File: src/rtl/nco_pkg.sv
// nco_pkg: shared types for the multi-channel NCO.
//   cfg_field_e - selects which per-channel register a config write targets
//   wave_mode_e - phase-to-amplitude shape of one channel
package nco_pkg;

  typedef enum logic [1:0] {
    FREQ      = 2'd0,
    PHASE_OFS = 2'd1,
    MODE      = 2'd2,
    DUTY      = 2'd3
  } cfg_field_e;

  typedef enum logic [1:0] {
    SQUARE = 2'd0,
    SAW    = 2'd1,
    TRI    = 2'd2,
    PULSE  = 2'd3
  } wave_mode_e;

endpackage

File: src/rtl/nco_wave_gen.sv
// nco_wave_gen: combinational phase-to-amplitude mapping for one channel.
//   t    - truncated phase (top OUT_W bits of the accumulator+offset)
//   mode - waveform shape
//   duty - pulse threshold, used in PULSE mode only
//   amp  - unsigned amplitude
module nco_wave_gen
  import nco_pkg::*;
#(
  parameter int unsigned OUT_W = 8
) (
  input  logic [OUT_W-1:0] t,
  input  wave_mode_e       mode,
  input  logic [OUT_W-1:0] duty,
  output logic [OUT_W-1:0] amp
);

  logic [OUT_W-1:0] s;

  always_comb begin
    // Triangle: ramp up on the first half period, mirrored ramp on the second.
    s   = t << 1;
    amp = '0;
    case (mode)
      SQUARE:  amp = t[OUT_W-1] ? '1 : '0;
      SAW:     amp = t;
      TRI:     amp = t[OUT_W-1] ? ~s : s;
      PULSE:   amp = (t < duty) ? '1 : '0;
      default: amp = '0;
    endcase
  end

endmodule

File: src/rtl/nco_multi.sv
// nco_multi: NUM_CH independent phase accumulators with shadowed frequency
// words, phase offsets and selectable waveforms, plus a registered mixer.
//   clk, rst   - clock, asynchronous active-high reset
//   ch_en      - per-channel enable
//   sync_i     - zero all accumulators, commit pending frequency words
//   cfg_*      - valid/ready config write port (channel, field, data)
//   wave_o     - per-channel amplitude, channel 0 in the LSBs
//   wrap_o     - one-cycle accumulator wrap strobe, aligned with wave_o
//   mix_o      - registered unsigned sum of enabled channels' wave_o
module nco_multi
  import nco_pkg::*;
#(
  parameter  int unsigned NUM_CH = 4,
  parameter  int unsigned ACC_W  = 16,
  parameter  int unsigned OUT_W  = 8,
  localparam int unsigned CH_W   = (NUM_CH > 1) ? $clog2(NUM_CH) : 1,
  localparam int unsigned MIX_W  = OUT_W + $clog2(NUM_CH)
) (
  input  logic                    clk,
  input  logic                    rst,
  input  logic [NUM_CH-1:0]       ch_en,
  input  logic                    sync_i,
  input  logic                    cfg_valid,
  output logic                    cfg_ready,
  input  logic [CH_W-1:0]         cfg_ch,
  input  logic [1:0]              cfg_field,
  input  logic [ACC_W-1:0]        cfg_data,
  output logic [NUM_CH*OUT_W-1:0] wave_o,
  output logic [NUM_CH-1:0]       wrap_o,
  output logic [MIX_W-1:0]        mix_o
);

  localparam logic [OUT_W-1:0] DUTY_RST = OUT_W'(1) << (OUT_W - 1);

  logic [ACC_W-1:0] acc     [NUM_CH];
  logic [ACC_W-1:0] freq    [NUM_CH];
  logic [ACC_W-1:0] freq_sh [NUM_CH];
  logic [ACC_W-1:0] ofs     [NUM_CH];
  logic [ACC_W-1:0] phase   [NUM_CH];
  logic [ACC_W:0]   sum_ext [NUM_CH];
  wave_mode_e       mode    [NUM_CH];
  logic [OUT_W-1:0] duty    [NUM_CH];
  logic [OUT_W-1:0] amp     [NUM_CH];
  logic [OUT_W-1:0] wave    [NUM_CH];

  logic [NUM_CH-1:0] pend, carry, carry_q;
  logic [NUM_CH-1:0] wr_freq, wr_ofs, wr_mode, wr_duty;
  logic              pend_sel, accept;
  cfg_field_e        field;
  logic [MIX_W-1:0]  mix_next;

  // Only a FREQ write to a channel whose previous FREQ write is still
  // waiting for its wrap is back-pressured; out-of-range channels never stall.
  always_comb begin
    field    = cfg_field_e'(cfg_field);
    pend_sel = 1'b0;
    for (int unsigned i = 0; i < NUM_CH; i++) begin
      if (cfg_ch == CH_W'(i)) pend_sel = pend[i];
    end
    cfg_ready = !(field == FREQ && pend_sel);
    accept    = cfg_valid && cfg_ready;
  end

  always_comb begin
    for (int unsigned i = 0; i < NUM_CH; i++) begin
      sum_ext[i] = {1'b0, acc[i]} + {1'b0, freq[i]};
      carry[i]   = ch_en[i] && sum_ext[i][ACC_W];
      phase[i]   = acc[i] + ofs[i];
      wr_freq[i] = accept && cfg_ch == CH_W'(i) && field == FREQ;
      wr_ofs[i]  = accept && cfg_ch == CH_W'(i) && field == PHASE_OFS;
      wr_mode[i] = accept && cfg_ch == CH_W'(i) && field == MODE;
      wr_duty[i] = accept && cfg_ch == CH_W'(i) && field == DUTY;
    end
  end

  always_ff @(posedge clk or posedge rst) begin
    if (rst) begin
      for (int unsigned i = 0; i < NUM_CH; i++) begin
        acc[i]     <= '0;
        freq[i]    <= '0;
        freq_sh[i] <= '0;
        ofs[i]     <= '0;
        mode[i]    <= SQUARE;
        duty[i]    <= DUTY_RST;
        wave[i]    <= '0;
      end
      pend    <= '0;
      carry_q <= '0;
      wrap_o  <= '0;
    end else begin
      for (int unsigned i = 0; i < NUM_CH; i++) begin
        if (sync_i)        acc[i] <= '0;
        else if (ch_en[i]) acc[i] <= sum_ext[i][ACC_W-1:0];

        // Carry is delayed one extra stage so the strobe lines up with the
        // amplitude of the wrapped accumulator value.
        carry_q[i] <= carry[i] && !sync_i;
        wrap_o[i]  <= carry_q[i] && ch_en[i];
        wave[i]    <= ch_en[i] ? amp[i] : '0;

        // A write landing on a carry cycle only arms pend; pend is 0 whenever
        // a write is accepted, so it cannot commit on that same carry.
        if (wr_freq[i]) begin
          freq_sh[i] <= cfg_data;
          if (!ch_en[i] || sync_i) begin
            freq[i] <= cfg_data;
            pend[i] <= 1'b0;
          end else begin
            pend[i] <= 1'b1;
          end
        end else if (pend[i] && (!ch_en[i] || sync_i || carry[i])) begin
          freq[i] <= freq_sh[i];
          pend[i] <= 1'b0;
        end

        if (wr_ofs[i])  ofs[i]  <= cfg_data;
        if (wr_mode[i]) mode[i] <= wave_mode_e'(cfg_data[1:0]);
        if (wr_duty[i]) duty[i] <= cfg_data[OUT_W-1:0];
      end
    end
  end

  always_comb begin
    mix_next = '0;
    for (int unsigned i = 0; i < NUM_CH; i++) begin
      if (ch_en[i]) mix_next = mix_next + MIX_W'(wave[i]);
    end
  end

  always_ff @(posedge clk or posedge rst) begin
    if (rst) mix_o <= '0;
    else     mix_o <= mix_next;
  end

  for (genvar g = 0; g < NUM_CH; g++) begin : g_ch
    nco_wave_gen #(.OUT_W(OUT_W)) u_gen (
      .t    (phase[g][ACC_W-1 -: OUT_W]),
      .mode (mode[g]),
      .duty (duty[g]),
      .amp  (amp[g])
    );
    assign wave_o[g*OUT_W +: OUT_W] = wave[g];
  end

endmodule

File: config.mk
export PLATFORM = sky130hd
export DESIGN_NAME = nco_multi
export DESIGN_NICKNAME = d
export VERILOG_FILES = /design/src/rtl/nco_pkg.sv /design/src/rtl/nco_wave_gen.sv /design/src/rtl/nco_multi.sv
export SDC_FILE = /design/constraint.sdc
export NUM_CORES = 1
export LEC_CHECK = 0
export CAP_MARGIN = 10
export CORE_UTILIZATION = 46
export CTS_CLUSTER_SIZE = 12
export DETAILED_ROUTE_END_ITERATION = 16
export PLACE_DENSITY = 0.69
export SLEW_MARGIN = 20
export SYNTH_ARGS = -nofsm -noshare
export SYNTH_HDL_FRONTEND = slang
export SYNTH_SLANG_ARGS = --single-unit
File: constraint.sdc
create_clock -name clk -period 11.1 [get_ports clk]
set_clock_uncertainty 0.2 [all_clocks]
set_input_delay 1.665 -clock clk [delete_from_list [all_inputs] [get_ports clk]]
set_output_delay 1.665 -clock clk [all_outputs]
set_load 0.05 [all_outputs]
==> results.sh, run 1 <==
export IMPL_run_status="finished clean"
export IMPL_timing_worst_setup_path_type="in -> reg"
export IMPL_seq_area_frac_synth_pct=43.45
export IMPL_drv_cap=0
export IMPL_synth_ff_latch_count=350
export IMPL_seq_area_um2=8763
export IMPL_dieArea_um2=44690
export IMPL_wl_per_cell_um=19.45
export IMPL_final_hold_viol_count=0
export IMPL_post_synth_top_area_cell="sky130_fd_sc_hd__dfrtp_1"
export IMPL_grt_max_degree=180
export IMPL_leakagePower_nw=10.94
export IMPL_postCtsSetupBuffers=0
export IMPL_clk_transition_reported_paths_ns=0.06
export IMPL_critical_path_max_fanout=36
export IMPL_finalMaxSlewViolations=0
export IMPL_rsz0062_at_grt="false"
export IMPL_layout_area_overhead_vs_synth_pct=13.41
export IMPL_synth_ff_type="sky130_fd_sc_hd__dfrtp_1"
export IMPL_worst_ep_required_time_ns=11.34
export IMPL_groute_usage_overall_pct=22.72
export IMPL_place_gp_congestion=0.8737
export IMPL_power_report_internal_total_mw=3.449
export IMPL_floorplan_initialDensity_pct=46.72
export IMPL_num_fill_cells=3742
export IMPL_final_layout_size_suffix_gt1_share_pct=18.13
export IMPL_synth_area_per_cell_um2=11.05
export IMPL_clk_buf_depth=3
export IMPL_worst_ir_drop_vdd_uv=140.1
export IMPL_multi_input_area_um2=10900
export IMPL_vias_per_cell=5.682
export IMPL_port_buffers=74
export IMPL_core_um2=43170
export IMPL_slowest_delay_ns=0.46
export IMPL_h_tree_depth=2
export IMPL_synth_xor_area_share_pct=4.901
export IMPL_cts_hold_buffers_added=0
export IMPL_critical_path_endpoint_type="register"
export IMPL_slew_at_the_pin_closest_to_its_max_slew_limit_ns=1.066
export IMPL_detail_route_first_pass_iterations=5
export IMPL_synth_adder_area_share_pct=11.30
export IMPL_cellPowerDensity_nw_per_um2=243.3
export IMPL_hpwl_dp_um=34020
export IMPL_clkPwrFrac_pct=23.0
export IMPL_synthSimpleGateAreaFrac_pct=9.739
export IMPL_post_synth_edffs=0
export IMPL_synth_async_reset_ratio_pct=100.0
export IMPL_synth_warning_count=0
export IMPL_via_count=14330
export IMPL_tritoncts="yes"
export IMPL_critical_path_arrival_ns=6.63
export IMPL_synth_top_area_share_pct=42.93
export IMPL_timing_setup_tns_ns=0
export IMPL_part_of_the_power_in_combinational_logic_pct=43.5
export IMPL_compound_gate_portion_of_the_synthesized_area_pct=12.39
export IMPL_fmaxAchievable_mhz=156.4
export IMPL_totalWireLength_um=49040
export IMPL_dp_cells=2452
export IMPL_remaining_overflow_grt=0
export IMPL_remaining_drc_errors=0
export IMPL_netlist_area_um2=20170
export IMPL_finalCoreUtilization_pct=52.99
export IMPL_global_route_wire_length_before_repair_um=79330
export IMPL_final_net_count=2115
export IMPL_synth_top_cells_by_area="sky130_fd_sc_hd__dfrtp_1, sky130_fd_sc_hd__mux2_2, sky130_fd_sc_hd__ha_1, sky130_fd_sc_hd__xnor2_1, sky130_fd_sc_hd__nor2_1"
export IMPL_path_cells="clkdlybuf4s50_1, buf_4, and2_1, ha_1, inv_1, fa_1, xnor2_1, mux2_2, ha_1, nor2b_1, o21ai_0, a21oi_1, o21ai_0, nand2b_1, xor2_1, mux2_2, ha_1, nand2_1, o21ai_0, a21oi_1, nor2b_1, mux2i_1, o221ai_1"
export IMPL_cts_inserted_buffers=39
export IMPL_timing_hold_worst_class="reg -> reg"
export IMPL_insertion_delay_ns=0.53
export IMPL_finalCritPeriodShare_pct=57.60
export IMPL_largest_family_of_logic_cells_by_synthesized_area="multiplexers"
export IMPL_worst_path_max_delay_cell="sky130_fd_sc_hd__clkdlybuf4s50_1"
export IMPL_die_y_um=211.4
export IMPL_worst_setup_path_start_kind="primary input"
export IMPL_sw_share_pct=38.01
export IMPL_postRouteAntennaNets=0
export IMPL_cts_root_buf="sky130_fd_sc_hd__clkbuf_16"
export IMPL_synthesis_nets=2032
export IMPL_postcts_resize_cnt=0
export IMPL_ys_top_cells_by_count="sky130_fd_sc_hd__dfrtp_1, sky130_fd_sc_hd__mux2_2, sky130_fd_sc_hd__ha_1, sky130_fd_sc_hd__nor2_1, sky130_fd_sc_hd__a21oi_1"
export IMPL_hold_ws_ns=0.2605
export IMPL_sinks_on_the_clock_net=350
export IMPL_yosysMostFrequentCell="sky130_fd_sc_hd__dfrtp_1"
export IMPL_finish_cell_count_without_fillers=2522
export IMPL_slew_headroom_pct=28.71
export IMPL_final_setup_viol_count=0
export IMPL_ys_types=87
export IMPL_io_pins=75
export IMPL_via_count_of_the_first_global_routing_pass=14540
export IMPL_number_of_drc_markers_after_the_initial_detailed_route_iteration=774
export IMPL_sequentialPowerShare_pct=33.5
export IMPL_num_rows=76
export IMPL_die_width_um=211.4
export IMPL_min_period_ns=6.393
export IMPL_switching_power_mw=2.115
export IMPL_netlist_instances=1826
export IMPL_synth_mux_area_share_pct=15.71
export IMPL_number_of_antenna_violations_at_the_first_check_in_global_routing=1
[cells in the final DEF (no fill, tap or decap), drive strengths merged, types with 50 or more instances in the layout]
cell / count
dfrtp: 346
mux2: 228
ha: 171
nor2: 154
a21oi: 94
nand2: 85
xnor2: 80
clkdlybuf4s50: 71
inv: 68
o21ai: 65
clkbuf: 57
mux2i: 54
a21o: 50
[critical path: cells and delay by family]
kind | cells | cell delay [ns]
fa+ha+maj | 4 | 1.26
compound gates | 6 | 1.08
buf+inv | 3 | 0.91
simple gates | 5 | 0.76
mux | 3 | 0.68
xor+xnor | 2 | 0.30
[flip-flops by register name, summed over array words and instances, names as in the netlist]
signal / count
mix_o: 10
duty: 32
ofs: 64
freq: 64
pend: 4
acc: 64
mode: 8
carry_q: 4
freq_sh: 64
wave_o: 32
wrap_o: 4
[area by class of cell]
cell class	count	area share (%)
Antenna cell	1	0.01094
Clock buffer	57	5.010
Clock inverter	11	0.4704
Inverter	69	1.149
Multi-Input combinational cell	1348	47.65
Sequential cell	350	38.31
Tap cell	585	3.200
Timing Repair Buffer	101	4.201
[kinds of logic after synthesis]
family,count (synthesis)
simple gates,409
compound gates,366
flops,350
mux,283
fa+ha+maj,178
buf+inv,128
xor+xnor,112
[power groups by stage]
| stage | logic (mW) | clock network [mW] | registers (mW) |
|---|---|---|---|
| final | 2.42 | 1.28 | 1.87 |
| after global routing | 2.69 | 1.36 | 1.90 |
| after CTS | 2.41 | 1.31 | 1.87 |
| after detailed placement | 2.40 | 0 | 1.89 |
| after global placement | 2.31 | 0 | 1.88 |
| after floorplan | 1.67 | 0 | 2.01 |
[through the flow]
stage	cell area [um^2]	setup slack [ns]	power (mW)
detailed placement	21590	4.223	4.290
CTS	22840	4.759	5.593
global placement	21590	4.386	4.184
floorplan	20170	4.552	3.679
finish	22870	4.707	5.565
global route	22870	4.381	5.956
[path summary, 6_finish.rpt]
kind                            start        end  slack [ns]  depth (start not counted)
setup / recovery             ch_en[0]   mix_o[9]        4.71                         23
hold / removal             carry_q[3]  wrap_o[3]        0.26                          1
setup reg to reg              acc[55]  wave_o[4]        6.17                         16
hold reg to reg            carry_q[3]  wrap_o[3]        0.26                          1
max in group asynchronous         rst    acc[16]        7.10                          5
min in group asynchronous         rst   freq[12]        1.31                          2
[routing by layer]
metal	track usage, %	routed length (um)
met1	29.48	21580
met2	38.18	23090
met3	3.323	2268
met4	8.946	2103
met5	0	0
(Power assumes the default switching activity.)
==> run 2, diff against run 1 <==
--- a/config.mk
+++ b/config.mk
@@ -9,7 +9,7 @@
 export CORE_UTILIZATION = 46
 export CTS_CLUSTER_SIZE = 12
 export DETAILED_ROUTE_END_ITERATION = 16
-export PLACE_DENSITY = 0.69
+export PLACE_DENSITY = 0.67
 export SLEW_MARGIN = 20
 export SYNTH_ARGS = -nofsm -noshare
 export SYNTH_HDL_FRONTEND = slang
==> constraint.sdc (replaced) <==
create_clock -name clk -period 6.34 [get_ports clk]
set_clock_uncertainty 0.2 [all_clocks]
set_input_delay 0.951 -clock clk [delete_from_list [all_inputs] [get_ports clk]]
set_output_delay 0.951 -clock clk [all_outputs]
set_load 0.05 [all_outputs]
==> results.sh, run 2 (synthesized netlist as in run 1, its figures left out) <==
export IMPL_run_status="finished clean"
export IMPL_via_count=14310
export IMPL_floorplan_initialDensity_pct=46.72
export IMPL_buf_inv_stages_crit_path=2
export IMPL_finalCoreUtilization_pct=53.05
export IMPL_final_critical_path_setup_slack_ns=1.037
export IMPL_commonest_non_fill_non_tap_cell_in_the_layout="sky130_fd_sc_hd__dfrtp_1"
export IMPL_slew_at_the_pin_closest_to_its_max_slew_limit_ns=1.055
export IMPL_h_tree_depth=2
export IMPL_wl_per_cell_um=19.40
export IMPL_io_pins=75
export IMPL_tritoncts="yes"
export IMPL_postCtsSetupBuffers=0
export IMPL_totalWireLength_um=48890
export IMPL_switching_power_mw=3.722
export IMPL_place_gp_congestion=0.8599
export IMPL_slowest_delay_ns=0.52
export IMPL_final_setup_viol_count=0
export IMPL_fmaxAchievable_mhz=188.6
export IMPL_worst_r2r_path_depth=16
export IMPL_worst_ir_drop_vdd_uv=242.9
export IMPL_min_delay_start="carry_q[3]"
export IMPL_number_of_drc_markers_after_the_initial_detailed_route_iteration=842
export IMPL_cts_root_buf="sky130_fd_sc_hd__clkbuf_16"
export IMPL_slew_headroom_pct=29.28
export IMPL_timing_hold_worst_path_depth=1
export IMPL_final_hold_viol_count=0
export IMPL_remaining_overflow_grt=0
export IMPL_hpwl_dp_um=34860
export IMPL_min_delay_worst_endpoint="wrap_o[3]"
export IMPL_worst_setup_path_start_kind="primary input"
export IMPL_grt_max_degree=178
export IMPL_clk_buf_depth=3
export IMPL_critical_path_arrival_ns=5.55
export IMPL_final_net_count=2114
export IMPL_rsz0062_at_grt="false"
export IMPL_core_um2=43170
export IMPL_worst_r2r_setup_slack_ns=1.42
export IMPL_cts_inserted_buffers=40
export IMPL_global_route_wire_length_before_repair_um=78610
export IMPL_remaining_drc_errors=0
export IMPL_timing_setup_tns_ns=0
export IMPL_clkPwrFrac_pct=23.8
export IMPL_sw_share_pct=37.83
export IMPL_finalCritPeriodShare_pct=83.64
export IMPL_number_of_antenna_violations_at_the_first_check_in_global_routing=3
export IMPL_pre_cts_slack_ns=0.5594
export IMPL_part_of_the_power_in_combinational_logic_pct=43.0
export IMPL_p_total_mw=9.841
export IMPL_timing_worst_setup_path_type="in -> reg"
export IMPL_clk_transition_reported_paths_ns=0.06
export IMPL_path_cells="clkdlybuf4s50_1, and2_1, ha_1, inv_1, fa_1, xnor2_1, mux2_2, ha_1, nor2b_1, o21ai_0, a21oi_1, o21ai_0, nand2b_1, xor2_1, mux2_2, ha_1, nand2_1, o21ai_0, a21oi_1, nor2b_1, mux2i_1, o221ai_1"
export IMPL_vias_per_cell=5.678
export IMPL_path_delay_family="adder cells"
export IMPL_critical_path_max_fanout=4
export IMPL_final_layout_size_suffix_gt1_share_pct=18.30
export IMPL_timing_hold_worst_class="reg -> reg"
export IMPL_insertion_delay_ns=0.56
export IMPL_sequentialPowerShare_pct=33.2
export IMPL_port_buffers=74
export IMPL_layout_common_cells="sky130_fd_sc_hd__dfrtp_1, sky130_fd_sc_hd__mux2_2, sky130_fd_sc_hd__ha_1, sky130_fd_sc_hd__nor2_1, sky130_fd_sc_hd__a21oi_1"
export IMPL_critical_path_endpoint_type="register"
export IMPL_finalMaxSlewViolations=0
export IMPL_detail_route_first_pass_iterations=5
export IMPL_worst_path_max_delay_cell="sky130_fd_sc_hd__clkdlybuf4s50_1"
export IMPL_via_count_of_the_first_global_routing_pass=14560
export IMPL_min_period_ns=5.303
export IMPL_drv_cap=0
export IMPL_worst_ep_required_time_ns=6.59
export IMPL_hold_ws_ns=0.2674
export IMPL_worstReg2RegEnd="wave_o[2]"
export IMPL_dieArea_um2=44690
export IMPL_layout_area_overhead_vs_synth_pct=13.55
export IMPL_postRouteAntennaNets=0
export IMPL_cellPowerDensity_nw_per_um2=429.7
export IMPL_die_y_um=211.4
export IMPL_sinks_on_the_clock_net=350
export IMPL_rr_startpoint="acc[50]"
export IMPL_leakagePower_nw=10.96
export IMPL_num_rows=76
export IMPL_die_width_um=211.4
export IMPL_power_report_internal_total_mw=6.118
export IMPL_cts_hold_buffers_added=0
export IMPL_groute_usage_overall_pct=22.70
export IMPL_postcts_resize_cnt=0
[run 2: cell type report]
cell class,count,area [um^2]
antenna,1,2.502
fill,3741,20270
timing repair buffer,99,915.9
clock buffer,57,1177
multi-input combinational,1348,10900
tap,585,732.0
inverter,69,262.8
sequential,350,8763
clock inverter,11,147.6
[run 2: per-stage QoR]
stage               instance area [um^2]  cells
floorplan                          20170   1826
global placement                   21590   2451
detailed placement                 21580   2451
CTS                                22900   2519
global route                       22900   2520
finish                             22900   2520
[run 2: worst max path at each step]
stage / slack, ns / start / end / depth (start not counted)
2_1_floorplan: 0.51 / rst / acc[0] / 1
3_3_place_gp: 0.71 / ch_en[0] / mix_o[9] / 22
3_5_place_dp: 0.56 / ch_en[0] / mix_o[9] / 22
4_1_cts: 1.10 / ch_en[0] / mix_o[9] / 22
5_1_grt: 0.52 / ch_en[0] / mix_o[9] / 22
6_report: 1.04 / ch_en[0] / mix_o[9] / 22
[run 2: metal layers]
metal  share of wire, %  GRT usage (%)
met2                 47          37.45
met3                4.7          3.160
met5                  0              0
met4                4.2          10.44
met1                 45          29.55
[run 2: worst register-to-register path, cell delays in order, from the launching register on]
cell and delay (ns):
sky130_fd_sc_hd__dfrtp_1 0.40, sky130_fd_sc_hd__ha_1 0.32, sky130_fd_sc_hd__a21oi_1 0.23, sky130_fd_sc_hd__a211oi_1 0.11, sky130_fd_sc_hd__a211oi_1 0.47, sky130_fd_sc_hd__o21ai_1 0.24, sky130_fd_sc_hd__o41ai_2 0.34, sky130_fd_sc_hd__xnor2_2 0.31
sky130_fd_sc_hd__inv_2 0.12, sky130_fd_sc_hd__ha_1 0.32, sky130_fd_sc_hd__nand4_1 0.14, sky130_fd_sc_hd__nor2_1 0.07, sky130_fd_sc_hd__a2111oi_0 0.52, sky130_fd_sc_hd__nor4bb_1 0.34, sky130_fd_sc_hd__nor2_1 0.13, sky130_fd_sc_hd__and2_1 0.23
sky130_fd_sc_hd__a221oi_1 0.31
[run 2: power groups by stage]
stage	registers, mW	clock network (mW)	logic, mW
after detailed placement	3.31	0	4.20
final	3.26	2.34	4.23
after floorplan	3.52	0	2.92
after global placement	3.29	0	4.03
after global routing	3.33	2.48	4.69
after CTS	3.27	2.39	4.23
